### config.mk
export PLATFORM = sky130hd
export DESIGN_NAME = ctc_seq
export DESIGN_NICKNAME = d
export VERILOG_FILES = /design/src/rtl/ctc_pkg.sv /design/src/rtl/ctc_field_dec.sv /design/src/rtl/ctc_seq.sv
export SDC_FILE = /design/constraint.sdc
export NUM_CORES = 1
export LEC_CHECK = 0
export BUFFER_PORTS_ARGS = -buffer_cell sky130_fd_sc_hd__buf_2
export CORE_MARGIN = 2
export CORE_UTILIZATION = 52
export CTS_CLUSTER_DIAMETER = 50
export DETAILED_ROUTE_END_ITERATION = 6
export GPL_TIMING_DRIVEN = 0
export PLACE_DENSITY = 0.75
export SKIP_CTS_REPAIR_TIMING = 1
export SYNTH_ARGS = -nofsm -noshare
export SYNTH_HDL_FRONTEND = slang
export SYNTH_SLANG_ARGS = --single-unit
### constraint.sdc
create_clock -name cph2 -period 3.07 [get_ports cph2]
set_clock_uncertainty 0.1 [all_clocks]
set_input_delay 0.4605 -clock cph2 [delete_from_list [all_inputs] [get_ports cph2]]
set_output_delay 0.4605 -clock cph2 [all_outputs]
set_load 0.005 [all_outputs]
### src/rtl/ctc_pkg.sv
// ---------------------------------------------------------------------------
// ctc_pkg
// Shared definitions for the ctc_seq control-and-timing sequencer:
//   - 56-bit word geometry (bit-time landmarks, digit count)
//   - instruction type, word-select field and pointer sub-op encodings
//   - NOP instruction constant
// Instruction layout I[9:0]: I[1:0] = type, I[4:2] = field, I[9:5] = opcode.
// Pointer commands reuse I[3:2] as the sub-op and I[9:6] as the load value.
// ---------------------------------------------------------------------------
package ctc_pkg;

  // Word geometry: bit times 0..55, digit k at bit times 4k..4k+3.
  localparam logic [5:0] BT_OP_READY   = 6'd44;
  localparam logic [5:0] BT_SYNC_FIRST = 6'd45;
  localparam logic [5:0] BT_SYNC_LAST  = 6'd54;
  localparam logic [5:0] BT_LAST       = 6'd55;
  localparam logic [3:0] DIGITS        = 4'd14;
  localparam logic [3:0] LAST_DIGIT    = 4'd13;

  // All-zero word: type 00 with field P, executes as a plain W-window word.
  localparam logic [9:0] NOP = 10'b0;

  typedef enum logic [1:0] {
    TYPE_NORM  = 2'b00,
    TYPE_PTR   = 2'b01,
    TYPE_ARITH = 2'b10,
    TYPE_RSVD  = 2'b11
  } itype_e;

  typedef enum logic [2:0] {
    FLD_P  = 3'b000,
    FLD_M  = 3'b001,
    FLD_X  = 3'b010,
    FLD_W  = 3'b011,
    FLD_WP = 3'b100,
    FLD_MS = 3'b101,
    FLD_XS = 3'b110,
    FLD_S  = 3'b111
  } field_e;

  typedef enum logic [1:0] {
    PTR_LOAD = 2'b00,
    PTR_INC  = 2'b01,
    PTR_DEC  = 2'b10,
    PTR_NOP  = 2'b11
  } ptr_op_e;

endpackage

### src/rtl/ctc_field_dec.sv
// ---------------------------------------------------------------------------
// ctc_field_dec
// Combinational word-select field decoder. Maps a field code and the digit
// pointer to an inclusive digit range [lo_o, hi_o].
// Ports:
//   field_i  field code (P, M, X, W, WP, MS, XS, S)
//   p_i      current digit pointer (values >= 14 are out of range)
//   lo_o     first digit of the window
//   hi_o     last digit of the window
//   empty_o  window is empty (P field with an out-of-range pointer)
// ---------------------------------------------------------------------------
module ctc_field_dec
  import ctc_pkg::*;
(
  input  field_e     field_i,
  input  logic [3:0] p_i,
  output logic [3:0] lo_o,
  output logic [3:0] hi_o,
  output logic       empty_o
);

  logic p_ok;
  assign p_ok = (p_i < DIGITS);

  always_comb begin
    lo_o    = 4'd0;
    hi_o    = LAST_DIGIT;
    empty_o = 1'b0;
    case (field_i)
      FLD_P: begin
        lo_o    = p_i;
        hi_o    = p_i;
        empty_o = !p_ok;
      end
      FLD_M:  begin lo_o = 4'd3;  hi_o = 4'd12;      end
      FLD_X:  begin lo_o = 4'd0;  hi_o = 4'd2;       end
      FLD_W:  begin lo_o = 4'd0;  hi_o = LAST_DIGIT; end
      // An out-of-range pointer widens WP to the whole word.
      FLD_WP: begin lo_o = 4'd0;  hi_o = p_ok ? p_i : LAST_DIGIT; end
      FLD_MS: begin lo_o = 4'd3;  hi_o = LAST_DIGIT; end
      FLD_XS: begin lo_o = 4'd2;  hi_o = 4'd2;       end
      FLD_S:  begin lo_o = LAST_DIGIT; hi_o = LAST_DIGIT; end
    endcase
  end

endmodule

### src/rtl/ctc_seq.sv
// ---------------------------------------------------------------------------
// ctc_seq
// Control-and-timing sequencer for the bit-serial A&R arithmetic chip.
// Generates 56-bit word timing, serializes one instruction per word on `is`
// under `sync`, keeps the digit pointer, drives the `ws` window for the
// instruction fetched one word earlier, and captures `carry` as a condition.
// Optional feature: define CTC_START_CHK_EN to enable the sticky `start`
// alignment check on `align_err`; otherwise `start` is ignored and
// `align_err` is tied low.
// Ports:
//   cph2        clock, one bit time per rising edge
//   rst         asynchronous active-high reset
//   op_word     next instruction, consumed at bt 44 when op_valid is high
//   op_valid    op_word is available
//   op_ready    pulse during bt 44
//   carry       A&R carry, captured at bt 55 of an arith execute word
//   start       A&R start (alignment check only)
//   sync        high during bt 45..54
//   is          serialized fetch instruction, LSB first
//   ws          word-select window of the executing instruction
//   cond_flag   last captured carry
//   cond_valid  pulse during bt 0 after a capture
//   p_out       current digit pointer
//   align_err   sticky start-misalignment flag
// All outputs come straight from flops: next-state values are computed
// against the next bit time so each registered output lines up with bt.
// ---------------------------------------------------------------------------
module ctc_seq
  import ctc_pkg::*;
(
  input  logic       cph2,
  input  logic       rst,
  input  logic [9:0] op_word,
  input  logic       op_valid,
  output logic       op_ready,
  input  logic       carry,
  input  logic       start,
  output logic       sync,
  output logic       is,
  output logic       ws,
  output logic       cond_flag,
  output logic       cond_valid,
  output logic [3:0] p_out,
  output logic       align_err
);

  logic [5:0] bt_q, bt_d;
  logic [9:0] fetch_q, fetch_d;
  logic [9:0] exec_q, exec_d;
  logic [3:0] p_q, p_d;
  logic       sync_q, sync_d;
  logic       is_q, is_d;
  logic       ws_q, ws_d;
  logic       op_ready_q, op_ready_d;
  logic       cond_flag_q, cond_flag_d;
  logic       cond_valid_q, cond_valid_d;

  logic [5:0] is_idx;
  logic [9:0] is_shift;
  logic [3:0] digit_d;
  logic [3:0] win_lo, win_hi;
  logic       win_empty;

  // Window for the instruction that will be in exec after this edge, using
  // the pointer value that will be in effect after this edge.
  ctc_field_dec u_field_dec (
    .field_i (field_e'(exec_d[4:2])),
    .p_i     (p_d),
    .lo_o    (win_lo),
    .hi_o    (win_hi),
    .empty_o (win_empty)
  );

  // NOTE: every signal driven here gets a default first so no path leaves it
  // unassigned; that is what keeps this block free of inferred latches.
  always_comb begin
    bt_d         = (bt_q == BT_LAST) ? 6'd0 : bt_q + 6'd1;
    fetch_d      = fetch_q;
    exec_d       = exec_q;
    p_d          = p_q;
    cond_flag_d  = cond_flag_q;
    cond_valid_d = 1'b0;

    if (bt_q == BT_OP_READY) begin
      fetch_d = op_valid ? op_word : NOP;
    end

    // Word boundary: carry capture sees the outgoing exec word, the pointer
    // command sees the outgoing fetch word, then fetch moves into exec.
    if (bt_q == BT_LAST) begin
      exec_d = fetch_q;
      if (itype_e'(exec_q[1:0]) == TYPE_ARITH) begin
        cond_flag_d  = carry;
        cond_valid_d = 1'b1;
      end
      if (itype_e'(fetch_q[1:0]) == TYPE_PTR) begin
        case (ptr_op_e'(fetch_q[3:2]))
          PTR_LOAD: p_d = fetch_q[9:6];
          PTR_INC:  p_d = (p_q == LAST_DIGIT) ? 4'd0 : p_q + 4'd1;
          PTR_DEC:  p_d = (p_q == 4'd0) ? LAST_DIGIT : p_q - 4'd1;
          PTR_NOP:  p_d = p_q;
        endcase
      end
    end

    op_ready_d = (bt_d == BT_OP_READY);
    sync_d     = (bt_d >= BT_SYNC_FIRST) && (bt_d <= BT_SYNC_LAST);
    is_idx     = bt_d - BT_SYNC_FIRST;
    is_shift   = fetch_d >> is_idx[3:0];
    is_d       = sync_d & is_shift[0];

    digit_d = bt_d[5:2];
    case (itype_e'(exec_d[1:0]))
      TYPE_NORM:  ws_d = 1'b1;
      TYPE_ARITH: ws_d = !win_empty && (digit_d >= win_lo) && (digit_d <= win_hi);
      default:    ws_d = 1'b0;
    endcase
  end

  // NOTE: sequential state uses non-blocking assignments so every flop
  // samples the pre-edge values regardless of statement order.
  always_ff @(posedge cph2 or posedge rst) begin
    if (rst) begin
      bt_q         <= 6'd0;
      fetch_q      <= NOP;
      exec_q       <= NOP;
      p_q          <= 4'd0;
      sync_q       <= 1'b0;
      is_q         <= 1'b0;
      ws_q         <= 1'b0;
      op_ready_q   <= 1'b0;
      cond_flag_q  <= 1'b0;
      cond_valid_q <= 1'b0;
    end else begin
      bt_q         <= bt_d;
      fetch_q      <= fetch_d;
      exec_q       <= exec_d;
      p_q          <= p_d;
      sync_q       <= sync_d;
      is_q         <= is_d;
      ws_q         <= ws_d;
      op_ready_q   <= op_ready_d;
      cond_flag_q  <= cond_flag_d;
      cond_valid_q <= cond_valid_d;
    end
  end

`ifdef CTC_START_CHK_EN
  logic align_q;

  // `start` must be high exactly at bt 0; any disagreement latches until rst.
  always_ff @(posedge cph2 or posedge rst) begin
    if (rst) begin
      align_q <= 1'b0;
    end else if (start != (bt_q == 6'd0)) begin
      align_q <= 1'b1;
    end
  end

  assign align_err = align_q;
`else
  logic unused_start;
  assign unused_start = start;
  assign align_err    = 1'b0;
`endif

  assign op_ready   = op_ready_q;
  assign sync       = sync_q;
  assign is         = is_q;
  assign ws         = ws_q;
  assign cond_flag  = cond_flag_q;
  assign cond_valid = cond_valid_q;
  assign p_out      = p_q;

endmodule
==> results.md <==
* Util after Layout at 69.4%
* Seq cells post-synth at 31
* Worst slack at placement at -0.559 ns
* Post-synthesis net count at 263
* Part of the cycle the worst path needs at 103%
* CTS root buffer: clkbuf_8
* Worst slew margin at 24.4%
* Largest net degree at the start of global routing at 32
* Ys Warns at 0
* Max Cap Viol at 0
* Crit path DAT at 3.22 ns
* Type of destination of the critical path: flop
* Sequential share of power at 50.8%
* Syn_area_per_cell at 9.10 sq um
* Initial core utilization at 53.6%
* Pwr/cell area at 305 nW/um^2
* Clock power share at 42.4%
* CTS tree: built
* Crit path buf inv count at 1
* Hold Crit Class: in -> reg
* Post-synth EDFFs at 0
* Die area at 4590 sq um
* Cell family with most CP delay: compound AO/OA/AOI/OAI gates
* TritonCTS buffer count at 5
* Fraction of layout cells with a size suffix above 1 at 33.9%
* Chip width at 67.7 um
* Most used cell along the critical path: a21o_1
* Fraction of registers with async set/reset at 100%
* Synth cell types at 59
* Worst setup SP type: flop
* Clock Pin Slew Worst Setup and Hold Paths at 0.06 ns
* DRC violations left at 0
* Overall Power at 834 uW
* Peak per-stage delay on the critical path at 0.50 ns
* Gate power share at 6.8%
* Leak pwr at 1.25 nW
* P_int at 642 uW
* Crit path cell chain: inv_4 > ha_4 > nor3b_1 > o21ai_0 > a21oi_1 > a2bb2oi_2 > a21oi_2 > a21oi_1 > ha_1 > nand2b_1 > a21o_1 > a21o_1 > a21o_1 > a21boi_2 > a311oi_2
* Row count at 23
* Area Growth Syn to Fin at 29.6%
* # clock sinks at 31
* GR Overflow Total at 0
* Max Clk Rate at 316 MHz
* Final Hold Fails at 0
* Vias per inst at 5.83
* Worst setup margin at -0.0916 ns
* Post-DR wirelength/cell at 15.8 um
* Synth area leader: dfrtp_1
* RSZ-0062 raised after global routing: true
* Gr usage total at 22.4%
* Maximum fanout along the worst path at 7
* PortBufs at 22
* Slowest-stage cell, CP: dfrtp_2
* Area contributors post-synth: dfrtp_1, ha_1, nand2_1
* Top-Level Pins at 26
* Multi-input gate area at 1420 sq um
* Pre-antenna DRT Iters at 4
* Syn Inst Count at 232
* First-pass GRT wire length at 7.64 mm
* Register area at 778 sq um
* Post-synth top area share at 36.7%
* # setup viols final at 1
* Worst-margin pin slew at 1.13 ns
* Die height at 67.7 um
* Final Critical Period at 3.16 ns
* Vias post-DR at 1907
* Initial antenna violation count at 0
* Post-synthesis sequential area ratio at 36.7%
* Clk_lat worst skew at 0.29 ns
* Fill count at 297
* Clock tree buffer depth at 2
* Status: finished, violations left
* 1st-iter DRT viols at 156
* ANT cells at 0
* GP Congestion at 0.851
* Worst Setup Path Type: reg -> reg
* Post-Syn Area at 2110 sq um
* Worst path required time at 3.13 ns
* Core Region at 3940 sq um
* Final net count at 307
* Failing checks: negative setup slack
* Final Max Slew Viols at 0
* # H-tree levels at 2
* Post-DP HPWL at 3.50 mm
* Sw frac at 23.0%
* Top_reg_cell synth: dfrtp_1
* Post-route ant nets at 0
* Final WL at 5.17 mm
* Peak supply drop at 0.000146 V
* Psw at 192 uW
* Number of global-route vias before repair at 1644
[worst paths after layout]
path / start / to / cells past startpoint / slack [ns]
setup / recovery: p_out[0] / ws / 15 / -0.09
max in group asynchronous: rst / p_out[0] / 2 / 1.76
setup reg to reg: p_out[0] / ws / 15 / -0.09
hold / removal: carry / cond_flag / 2 / 0.32
min in group asynchronous: rst / ws / 2 / 0.36
hold reg to reg: fetch_q[6] / fetch_q[6] / 1 / 0.43
[cell usage after synthesis (3+ instances only)]
master	number
ha_1	16
clkbuf_1	9
nand2_1	26
a21oi_1	14
a311oi_1	3
o21ai_0	11
mux2_2	3
dfrtp_1	31
a21o_1	4
o211ai_1	5
nor3_1	9
nand3_1	6
mux2i_1	5
nand2b_1	4
nor2b_1	4
inv_1	18
o31ai_1	3
and3_1	3
nor2_1	5
[state kept, by name, summed over array words and instances (netlist names)]
register and cells:
cond_flag 1, fetch_q 10, cond_valid 1, op_ready 1, ws 1, is 1, bt_q 6, sync 1
p_out 4, exec_q 5
[cells by family after synthesis]
family,Yosys count,synth area share [%]
XOR/XNOR,2,0.830
buffers and inverters,32,6.16
flip-flops,31,36.7
other,1,0.178
AND/OR/NAND/NOR,73,19.0
adder cells (fa/ha/maj),16,9.48
AO/OA/AOI/OAI,68,23.0
multiplexers,9,4.62
[placed cells by master (no fill, tap or decap), types with 3 or more instances in the layout]
| master | count |
|---|---|
| nor2b_1 | 4 |
| inv_1 | 15 |
| mux2i_1 | 3 |
| buf_4 | 18 |
| mux2_2 | 3 |
| ha_1 | 12 |
| nand3_1 | 6 |
| a21o_1 | 4 |
| and3_1 | 3 |
| o211ai_1 | 5 |
| o21ai_0 | 8 |
| a21oi_1 | 12 |
| nor3_2 | 4 |
| nand2b_1 | 4 |
| dfrtp_1 | 29 |
| nor2_1 | 5 |
| buf_2 | 23 |
| nand2_1 | 25 |
| nor3_1 | 5 |
| clkbuf_1 | 6 |
| ha_4 | 3 |
| mux2i_4 | 3 |
| clkbuf_8 | 7 |
[layer usage]
metal	wire (um)	vias to the layer above	global-route usage [%]
li1	-	939	-
met1	2280	911	30.1
met2	2560	48	34.6
met3	237	9	5.50
met4	95	0	8.67
met5	0	-	0
[layout make-up]
cell class                      instances  share of cell area (%)
Buffer                                 12                    2.61
Clock buffer                            8                    3.66
Inverter                               19                    2.79
Multi-Input combinational cell        169                    51.8
Sequential cell                        31                    28.4
Tap cell                               50                    2.29
Timing Repair Buffer                   38                    8.41
[power by group through the flow]
stage	sequential (mW)	clock [mW]	combinational (mW)
2_1_floorplan	0.428	0	0.0334
3_3_place_gp	0.430	0	0.0492
3_5_place_dp	0.430	0	0.0500
4_1_cts	0.423	0.361	0.0501
5_1_grt	0.424	0.378	0.0637
6_report	0.424	0.354	0.0564
[through the flow]
step	cell area [sq um]	cells	setup TNS, ns	hold slack (ns)
final	2740	327	-0.0916	0.321
after global placement	2310	304	-0.456	0.391
after CTS	2410	312	-0.599	0.321
after global routing	2740	327	-0.283	0.318
after floorplan	2140	232	0	0.367
after detailed placement	2310	304	-0.559	0.411
[worst register-to-register path: stages, from the launching register on]
cell	delay (ns)
dfrtp_2	0.50
inv_4	0.11
ha_4	0.15
nor3b_1	0.28
o21ai_0	0.15
a21oi_1	0.20
a2bb2oi_2	0.24
a21oi_2	0.08
a21oi_1	0.12
ha_1	0.24
nand2b_1	0.14
a21o_1	0.18
a21o_1	0.17
a21o_1	0.18
a21boi_2	0.16
a311oi_2	0.05
(Power assumes the default switching activity.)
